[src/rtl/addr8s_tr_pkg.sv]
// addr8s_tr_pkg: shared constants for the time-redundant adder controller.
//   - Default operand width and event-counter width.
//   - FSM state encodings, kept as plain constants for legacy tool flows.
//   - Vote outcome encodings.
package addr8s_tr_pkg;

  localparam int unsigned DefW    = 8;
  localparam int unsigned DefCntW = 8;

  localparam logic [2:0] StIdle = 3'd0;
  localparam logic [2:0] StP1   = 3'd1;
  localparam logic [2:0] StP2   = 3'd2;
  localparam logic [2:0] StP3   = 3'd3;
  localparam logic [2:0] StDone = 3'd4;

  localparam logic [1:0] OcClean = 2'd0;
  localparam logic [1:0] OcCorr  = 2'd1;
  localparam logic [1:0] OcErr   = 2'd2;

endpackage

[src/rtl/addr8s_vote3.sv]
// addr8s_vote3: combinational 2-of-3 voter over three W+1-bit adder results.
// Ports:
//   r1, r2, r3  in   results of pass 1, 2, 3
//   result      out  voted result (r1 when no majority exists)
//   corr        out  passes disagreed and a majority resolved the result
//   err         out  no two passes agree
module addr8s_vote3
  import addr8s_tr_pkg::*;
#(
  parameter int unsigned W = DefW
) (
  input  logic [W:0] r1,
  input  logic [W:0] r2,
  input  logic [W:0] r3,
  output logic [W:0] result,
  output logic       corr,
  output logic       err
);

  logic [1:0] outcome;

  always_comb begin
    outcome = OcClean;
    result  = r1;
    if (r1 == r2) begin
      outcome = OcClean;
    end else if (r3 == r1) begin
      outcome = OcCorr;
    end else if (r3 == r2) begin
      outcome = OcCorr;
      result  = r2;
    end else begin
      outcome = OcErr;
    end
  end

  assign corr = (outcome == OcCorr);
  assign err  = (outcome == OcErr);

endmodule

[src/rtl/addr8s_tr_ctrl.sv]
// addr8s_tr_ctrl: time-redundant execution controller for one shared
// combinational signed adder. Each operand pair is added twice; on mismatch a
// third pass is run and the three results are voted.
// Build option: define ADDR8S_TR_SWAP_EN to swap operands on pass 2.
// Ports:
//   clk, rst_n             clock, synchronous active-low reset
//   in_valid/in_ready      operand handshake (ready only in IDLE)
//   in_a, in_b             signed operands
//   add_a, add_b, add_sum  shared adder interface
//   out_valid/out_ready    result handshake, held until accepted
//   out_sum/corr/err       voted sum and outcome flags
//   corr_cnt, err_cnt      saturating event counters
//   cnt_clr                synchronous counter clear (wins over increment)
module addr8s_tr_ctrl
  import addr8s_tr_pkg::*;
#(
  parameter int unsigned W     = DefW,
  parameter int unsigned CNT_W = DefCntW
) (
  input  logic             clk,
  input  logic             rst_n,
  input  logic             in_valid,
  output logic             in_ready,
  input  logic [W-1:0]     in_a,
  input  logic [W-1:0]     in_b,
  output logic [W-1:0]     add_a,
  output logic [W-1:0]     add_b,
  input  logic [W:0]       add_sum,
  output logic             out_valid,
  input  logic             out_ready,
  output logic [W:0]       out_sum,
  output logic             out_corr,
  output logic             out_err,
  output logic [CNT_W-1:0] corr_cnt,
  output logic [CNT_W-1:0] err_cnt,
  input  logic             cnt_clr
);

  logic [2:0]       state_q, state_d;
  logic [W-1:0]     op_a_q, op_a_d, op_b_q, op_b_d;
  logic [W:0]       r1_q, r1_d, r2_q, r2_d, sum_q, sum_d;
  logic             corr_q, corr_d, err_q, err_d;
  logic [CNT_W-1:0] corr_cnt_q, corr_cnt_d, err_cnt_q, err_cnt_d;

  logic [W:0] vote_result;
  logic       vote_corr, vote_err;
  logic       p2_swap;

  // Pass 3 votes on the live adder output so the result lands with the DONE entry.
  addr8s_vote3 #(
    .W (W)
  ) u_vote (
    .r1     (r1_q),
    .r2     (r2_q),
    .r3     (add_sum),
    .result (vote_result),
    .corr   (vote_corr),
    .err    (vote_err)
  );

`ifdef ADDR8S_TR_SWAP_EN
  assign p2_swap = (state_q == StP2);
`else
  assign p2_swap = 1'b0;
`endif

  // Latched operands stay on the adder outside the passes to avoid toggling.
  assign add_a     = p2_swap ? op_b_q : op_a_q;
  assign add_b     = p2_swap ? op_a_q : op_b_q;
  assign in_ready  = (state_q == StIdle);
  assign out_valid = (state_q == StDone);
  assign out_sum   = sum_q;
  assign out_corr  = corr_q;
  assign out_err   = err_q;
  assign corr_cnt  = corr_cnt_q;
  assign err_cnt   = err_cnt_q;

  always_comb begin
    state_d = state_q;
    op_a_d  = op_a_q;
    op_b_d  = op_b_q;
    r1_d    = r1_q;
    r2_d    = r2_q;
    sum_d   = sum_q;
    corr_d  = corr_q;
    err_d   = err_q;
    unique case (state_q)
      StIdle: begin
        if (in_valid) begin
          op_a_d  = in_a;
          op_b_d  = in_b;
          state_d = StP1;
        end
      end
      StP1: begin
        r1_d    = add_sum;
        state_d = StP2;
      end
      StP2: begin
        r2_d = add_sum;
        if (add_sum == r1_q) begin
          sum_d   = r1_q;
          corr_d  = 1'b0;
          err_d   = 1'b0;
          state_d = StDone;
        end else begin
          state_d = StP3;
        end
      end
      StP3: begin
        sum_d   = vote_result;
        corr_d  = vote_corr;
        err_d   = vote_err;
        state_d = StDone;
      end
      StDone: begin
        if (out_ready) state_d = StIdle;
      end
      default: state_d = StIdle;
    endcase
  end

  // Counters bump on the edge that enters DONE; only pass 3 can flag events.
  always_comb begin
    corr_cnt_d = corr_cnt_q;
    err_cnt_d  = err_cnt_q;
    if (cnt_clr) begin
      corr_cnt_d = '0;
      err_cnt_d  = '0;
    end else if (state_q == StP3) begin
      if (vote_corr && (corr_cnt_q != '1)) corr_cnt_d = corr_cnt_q + 1'b1;
      if (vote_err && (err_cnt_q != '1))   err_cnt_d  = err_cnt_q + 1'b1;
    end
  end

  always_ff @(posedge clk) begin
    if (!rst_n) begin
      state_q    <= StIdle;
      op_a_q     <= '0;
      op_b_q     <= '0;
      r1_q       <= '0;
      r2_q       <= '0;
      sum_q      <= '0;
      corr_q     <= 1'b0;
      err_q      <= 1'b0;
      corr_cnt_q <= '0;
      err_cnt_q  <= '0;
    end else begin
      state_q    <= state_d;
      op_a_q     <= op_a_d;
      op_b_q     <= op_b_d;
      r1_q       <= r1_d;
      r2_q       <= r2_d;
      sum_q      <= sum_d;
      corr_q     <= corr_d;
      err_q      <= err_d;
      corr_cnt_q <= corr_cnt_d;
      err_cnt_q  <= err_cnt_d;
    end
  end

endmodule
[config.mk]
export PLATFORM = sky130hd
export DESIGN_NAME = addr8s_tr_ctrl
export DESIGN_NICKNAME = d
export VERILOG_FILES = /design/src/rtl/addr8s_tr_pkg.sv /design/src/rtl/addr8s_vote3.sv /design/src/rtl/addr8s_tr_ctrl.sv
export SDC_FILE = /design/constraint.sdc
export NUM_CORES = 1
export LEC_CHECK = 0
export ABC_AREA = 1
export BUFFER_PORTS_ARGS = -buffer_cell sky130_fd_sc_hd__buf_2
export CAP_MARGIN = 20
export CORE_UTILIZATION = 54
export DETAILED_ROUTE_END_ITERATION = 8
export GPL_ROUTABILITY_DRIVEN = 0
export GPL_TIMING_DRIVEN = 0
export PLACE_DENSITY = 0.9
export SLEW_MARGIN = 25
export SYNTH_ARGS = -nofsm -noshare
export SYNTH_HDL_FRONTEND = slang
export SYNTH_SLANG_ARGS = --single-unit
[constraint.sdc]
create_clock -name clk -period 2.01 [get_ports clk]
set_clock_uncertainty 0.2 [all_clocks]
set_input_delay 0.1005 -clock clk [delete_from_list [all_inputs] [get_ports clk]]
set_output_delay 0.1005 -clock clk [all_outputs]
set_load 0.02 [all_outputs]
### Word-level counts from Yosys, hierarchy flattened

Cells that the tools add are included.

| storage, ports and cells | value |
|---|---|
| bits in registers | 64 |
| input port bits | 30 |
| output and inout port bits | 45 |
| logic and storage cells | 52 |

| operators by class | value |
|---|---|
| add/sub/neg operators | 2 |
| eq/ne operators | 14 |
| muxes and demuxes | 15 |
| bitwise operators | 1 |
| reductions and logical operators | 10 |

Operators with widths:

| operator | count |
|---|---|
| $mux W9 | 4 |
| $eq A9 B9 Y1 | 3 |
| $pmux W9 S2 | 1 |
| $add A8 B1 Y8 const B | 2 |
| $ne A8 B8 Y1 const B | 2 |
| $pmux W3 S5 | 1 |
| $reduce_and A2 Y1 | 5 |
| $mux W3 | 3 |
| $eq A3 B2 Y1 const B | 2 |
| $mux W2 | 3 |
| $ne A2 B2 Y1 const B | 2 |
| $pmux W1 S2 | 2 |
| $eq A3 B1 Y1 const B | 1 |
| $eq A3 B3 Y1 const B | 1 |
| $logic_not A3 Y1 | 1 |
| $eq A2 B1 Y1 const B | 1 |
| $eq A2 B2 Y1 const B | 1 |
| $logic_and A1 B1 Y1 | 2 |
| $ne A2 B1 Y1 const B | 1 |
| $reduce_bool A2 Y1 | 1 |
| $reduce_or A2 Y1 | 1 |
| $mux W1 | 1 |
| $not A1 Y1 | 1 |

### Longest topological paths before layout

| logic depth | value |
|---|---|
| word-level depth | 7 |
| depth in mapped cells | 12 |
| mapped depth without buffers | 12 |

### Modules after synthesis

Synthesis repeated with hierarchy kept, for this count alone.

| unflattened totals | value |
|---|---|
| cell total of the unflattened synthesis | 510 |
| area, all modules | 3432.0 um2 |

By module, submodules not included:

| module | times used | cells each | area each (um2) | seq. area each (um2) |
|---|---|---|---|---|
| addr8s_tr_ctrl | 1 | 401 | 2870.3 | 1281.2 |
| addr8s_vote3 | 1 | 109 | 561.8 | 0.0 |

### Worst setup path before layout

Ideal clock, no wire load.

| timing path | value |
|---|---|
| path type | reg2reg |
| start | reg err_cnt_q[0] (netlist: err_cnt[0]) |
| end | reg err_cnt_q[6] (netlist: err_cnt[6]) |
| library setup time | 0.070 ns |
| arrival | 1.637 ns |
| required time | 1.740 ns |
| path slack | 0.104 ns |
| cell stages (with the launch flop) | 8 |
| path buffers | 0 |
| period minus slack after synthesis | 1.906 ns |
| cell sequence | dfxtp_1 > ha_1 > nand2_1 > nor3b_1 > nand3_2 > nand2_2 > nand2_1 > a21oi_1 |

| between the ends | value |
|---|---|
| cells in the longest elaborated chain, start to end | 3 |
| elaborated cells between the ends (all ways) | 4 |
| classes of those cells | 1 x add/sub; 1 x eq/ne; 2 x reduce/logical |

Ends and longest elaborated chain:

| item | line | source |
|---|---|---|
| start: declaration | addr8s_tr_ctrl.sv:43 | `logic [CNT_W-1:0] corr_cnt_q, corr_cnt_d, err_cnt_q, err_cnt_d;` |
| start signal: assignment | addr8s_tr_ctrl.sv:158 | `err_cnt_q <= err_cnt_d;` |
| parallel branches: the longest is 3 deep, another holds $add A8 B1 Y8 | n/a |  |

Parallel ways; which one is timed is not known.
A chain may end at the register's enable or synchronous reset.

### Final worst setup path

| timing path | value |
|---|---|
| start | reg r2_q[1] |
| end | reg corr_cnt_q[2] (netlist: corr_cnt[2]) |

| between the ends | value |
|---|---|
| cells in the longest elaborated chain, start to end | 7 |
| elaborated cells between the ends (all ways) | 8 |
| classes of those cells | 3 x eq/ne; 3 x mux; 2 x reduce/logical |

Ends and longest elaborated chain:

| item | line | source |
|---|---|---|
| start: declaration | addr8s_tr_ctrl.sv:41 | `logic [W:0] r1_q, r1_d, r2_q, r2_d, sum_q, sum_d;` |
| start signal: assignment | addr8s_tr_ctrl.sv:153 | `r2_q <= r2_d;` |
| $eq A9 B9 Y1 | addr8s_vote3.sv:29 | `end else if (r3 == r2) begin` |
| $mux W2 | addr8s_vote3.sv:29 |  |
| $mux W2 | addr8s_vote3.sv:27 | `end else if (r3 == r1) begin` |
| $mux W2 * | addr8s_vote3.sv:25 | `if (r1 == r2) begin` |
| $eq A2 B1 Y1 * | addr8s_vote3.sv:37 | `assign corr = (outcome == OcCorr);` |
| $logic_and A1 B1 Y1 * | addr8s_tr_ctrl.sv:131 | `if (vote_corr && (corr_cnt_q != '1)) corr_cnt_d = corr_cnt_q + 1'b1;` |
| $reduce_and A2 Y1 (no line) * | n/a |  |
| end signal: assignment | addr8s_tr_ctrl.sv:157 | `corr_cnt_q <= corr_cnt_d;` |
| end: declaration | addr8s_tr_ctrl.sv:43 |  |

Every way passes the cells marked *; elsewhere a longest branch is shown, timed or not.

==> impl_results.md <==
* Worst R2R Start: r2_q[1]
* Slew margin rel. at 0.6412
* Cell Count, Final, Fillers Out at 663
* Power density over the cells at 903.0 nW/µm²
* Syn Inst Count at 463
* Most Frequent Cell on Critical Path: nand2_1
* Final WL at 10.70 mm
* DRT Pass-1 Iters at 5
* Worst hold start: add_sum[0]
* P&R area growth vs syn at 35.20%
* Fin crit period at 2024 ps
* Placement Cell Area at 3760 µm²
* Top Family by Delay on Critical Path: simple AND/OR/NAND/NOR gates
* Hold Violations, Final at 0
* First-pass GRT wire length at 15.87 mm
* Clk Latency, worst-skew pair at 350 ps
* Antenna violations before repair at 0
* RSZ-0062 raised after global routing: true
* # rows at 28
* Die width at 80.24 µm
* Grt ovf at 0
* # placed instances at 610
* Total power at 4.036 mW
* Synth Flop Type: dfxtp_1
* Clock transition at path regs at 70 ps
* Hold Path Stages at 3
* Vias at 3833
* Filler Cells Inserted at 373
* Clk sinks at 64
* Yosys warnings at 0
* Final TNS setup at -14.32 ps
* Hold Path Sink: r2_q[0]
* Clock buffer count from CTS at 9
* Final instance area at 4469 µm²
* Post-synth cell types at 30
* Core ar. at 5921 µm²
* Arrival @ worst endpoint at 2040 ps
* Total inserted antenna cells at 0
* Max_cap viols at 0
* Fin worst setup slack at -14.32 ps
* IO Count at 75
* Place WS at -36.39 ps
* Worst Path Buf+Inv at 2
* Worst-Margin Slew at 538.2 ps
* Async S/R FF share, synth at 0
* Root Driver: clkbuf_8
* Worst-case reg-to-reg path depth at 11
* Initial Util at 0.5583
* Violated checks: setup timing
* Die Y at 80.24 µm
* Critical Path Fanout Max at 7
* FF-to-FF setup slack at -10 ps
* Seq/Total Area, Yosys at 0.3876
* Vias in the first global route at 3361
* Startpoint Class: register
* Worst-path cell chain: inv_2 > nand2_1 > nand2_1 > nor2_2 > inv_1 > nor2_2 > nand2_2 > nand2_4 > nand4_1 > nand2_1 > a21oi_2
* I/O Buffers at 72
* Post-Syn Area at 3306 µm²
* Slew Limit Fails at 0
* CTS H-Tree Depth at 3
* Setup crit end kind: register
* Ranking of synthesized cells by area: dfxtp_1 39%, nand2_1 13%, a21oi_1 8.0%
* Leak Pwr at 2.082 nW
* Total track usage at 0.3236
* Pin count of the biggest net entering global routing at 20
* Vias/cell at 5.781
* Outcome: finished with violations
* Final #Nets at 615
* Final Cycle Share at 1.007
* Fmax achieved at 0.4940 GHz
* ANT nets after route at 0
* Hold WC Path Type: in -> reg
* Setup Viol. Count Final at 1
* Iteration-0 DRC Markers at 393
* Yosys reg bits at 64
* Layout cells sized above 1 at 0.2755
* FF-to-FF End: corr_cnt[2]
* Critical path required time at 2030 ps
* CTS tree: built
* Peak supply drop at 606.3 µV
* Syn Nets at 495
* CP max stage delay at 390 ps
* Synth area leader: dfxtp_1
* Avg Synthesized Cell Area at 7.140 µm²
* DP HPWL at 6.001 mm
* EDFF count, synth at 0
* CP Class: reg -> reg
* Share of the synthesized area in the top cell type at 0.3876
* Clk buf depth at 2
* Wire length per cell at 16.14 µm
* Die area at 6438 µm²
* DRC errors left at 0
* Crit path max-delay cell type: dfxtp_4
## repair_timing
action,in CTS,in global routing
hold buffers,34,0
buffers inserted,3,3
hold endpoints to repair,42,0
endpoints found under the setup margin,12,37
gates resized for setup,1,50
pin swaps,2,19
gates cloned,0,1
## area by class of cell
cell class,count,area (µm²),area share
multi-input cells,324,1798,0.4023
flip-flops and latches,64,1303,0.2914
repair buffers,109,773.2,0.1730
inverters,60,230.2,0.05151
clock buffers,9,123.9,0.02772
well taps,75,93.84,0.02100
clock inverters,7,72.57,0.01624
plain buffers,14,70.07,0.01568
repair inverters,1,5.005,0.001120
## where the power goes
part / switching, mW / total, mW / internal (mW)
clock network: 0.536 / 1.11 / 0.571
registers: 0.165 / 1.60 / 1.44
logic: 0.840 / 1.33 / 0.486
## logic make-up (layout without fill, tap and decap cells)
kind of cell / after synthesis / after routing / synth area share
AO/OA/AOI/OAI: 92 / 92 / 0.1609
buffers and inverters: 75 / 200 / 0.09046
flip-flops: 64 / 64 / 0.3876
adder cells (fa/ha/maj): 2 / 2 / 0.007569
AND/OR/NAND/NOR: 208 / 208 / 0.2952
XOR/XNOR: 22 / 22 / 0.05829
## cells in the mapped netlist, types with 2 or more instances
cell type,instances
a21oi_1,53
a21oi_2,2
buf_2,2
buf_6,2
clkbuf_1,11
dfxtp_1,64
ha_1,2
inv_1,47
inv_2,13
nand2_1,113
nand2_2,2
nand3_1,35
nand3_2,2
nand3b_1,3
nand4_1,14
nor2_1,21
nor2_2,4
nor2_4,2
nor3_1,4
nor3_4,2
nor4_1,2
o211ai_2,7
o21ai_0,29
xnor2_1,11
xor2_1,11
## state kept, by name (all words and copies together), names as in the netlist
name      cells
add_a         8
add_b         8
corr_cnt      8
err_cnt       8
out_corr      1
out_err       1
out_sum       9
r1_q          9
r2_q          9
state_q       3
## through the flow
stage	hold WS, ps	utilization
6_report	21.54	0.7549
3_5_place_dp	178.0	0.6350
3_3_place_gp	172.6	0.6350
4_1_cts	52.57	0.7297
2_1_floorplan	28.24	-
5_1_grt	52.10	0.7549
## placed cells by master (no fill, tap or decap), drive strengths merged
cell	netlist	routed
clkinvlp	0	2
o21ai	30	30
nor3	6	6
or2	1	1
nand3b	3	3
buf	4	79
nand3	38	38
a21oi	55	55
dlymetal6s4s	0	6
dlygate4sd3	0	28
xor2	11	11
nand4	14	14
inv	60	59
clkbuf	11	19
ha	2	2
o211ai	7	7
nor2	27	27
bufinv	0	1
clkinv	0	6
nor4	2	2
nand2	116	116
nor3b	1	1
dfxtp	64	64
xnor2	11	11
## worst register-to-register path, delay by kind of cell (launching register included)
family | cells | cell delay (ps)
buffers and inverters | 2 | 140
and+or+nand+nor | 8 | 1100
DFF | 1 | 390
AOI/OAI and AO/OA | 1 | 60
## per-layer routing
metal	global-route usage	vias to the layer above	wire [µm]
met3	0.06705	70	901
met2	0.5333	261	5160
li1	-	1755	-
met4	0.1768	0	486
met1	0.3926	1747	4154
met5	0	-	0
## worst max-delay path by stage
stage | start | to | slack, ps | depth (start not counted)
finish | r2_q[1] | corr_cnt[2] | -10 | 11
global route | r2_q[1] | corr_cnt[2] | -80 | 11
CTS | add_sum[2] | corr_cnt[7] | 40 | 13
detailed placement | state_q[0] | out_sum[2] | -40 | 7
global placement | state_q[0] | out_sum[2] | 20 | 7
floorplan | err_cnt[0] | err_cnt[6] | 100 | 7
Note: power is estimated with default switching activity, not from simulation.
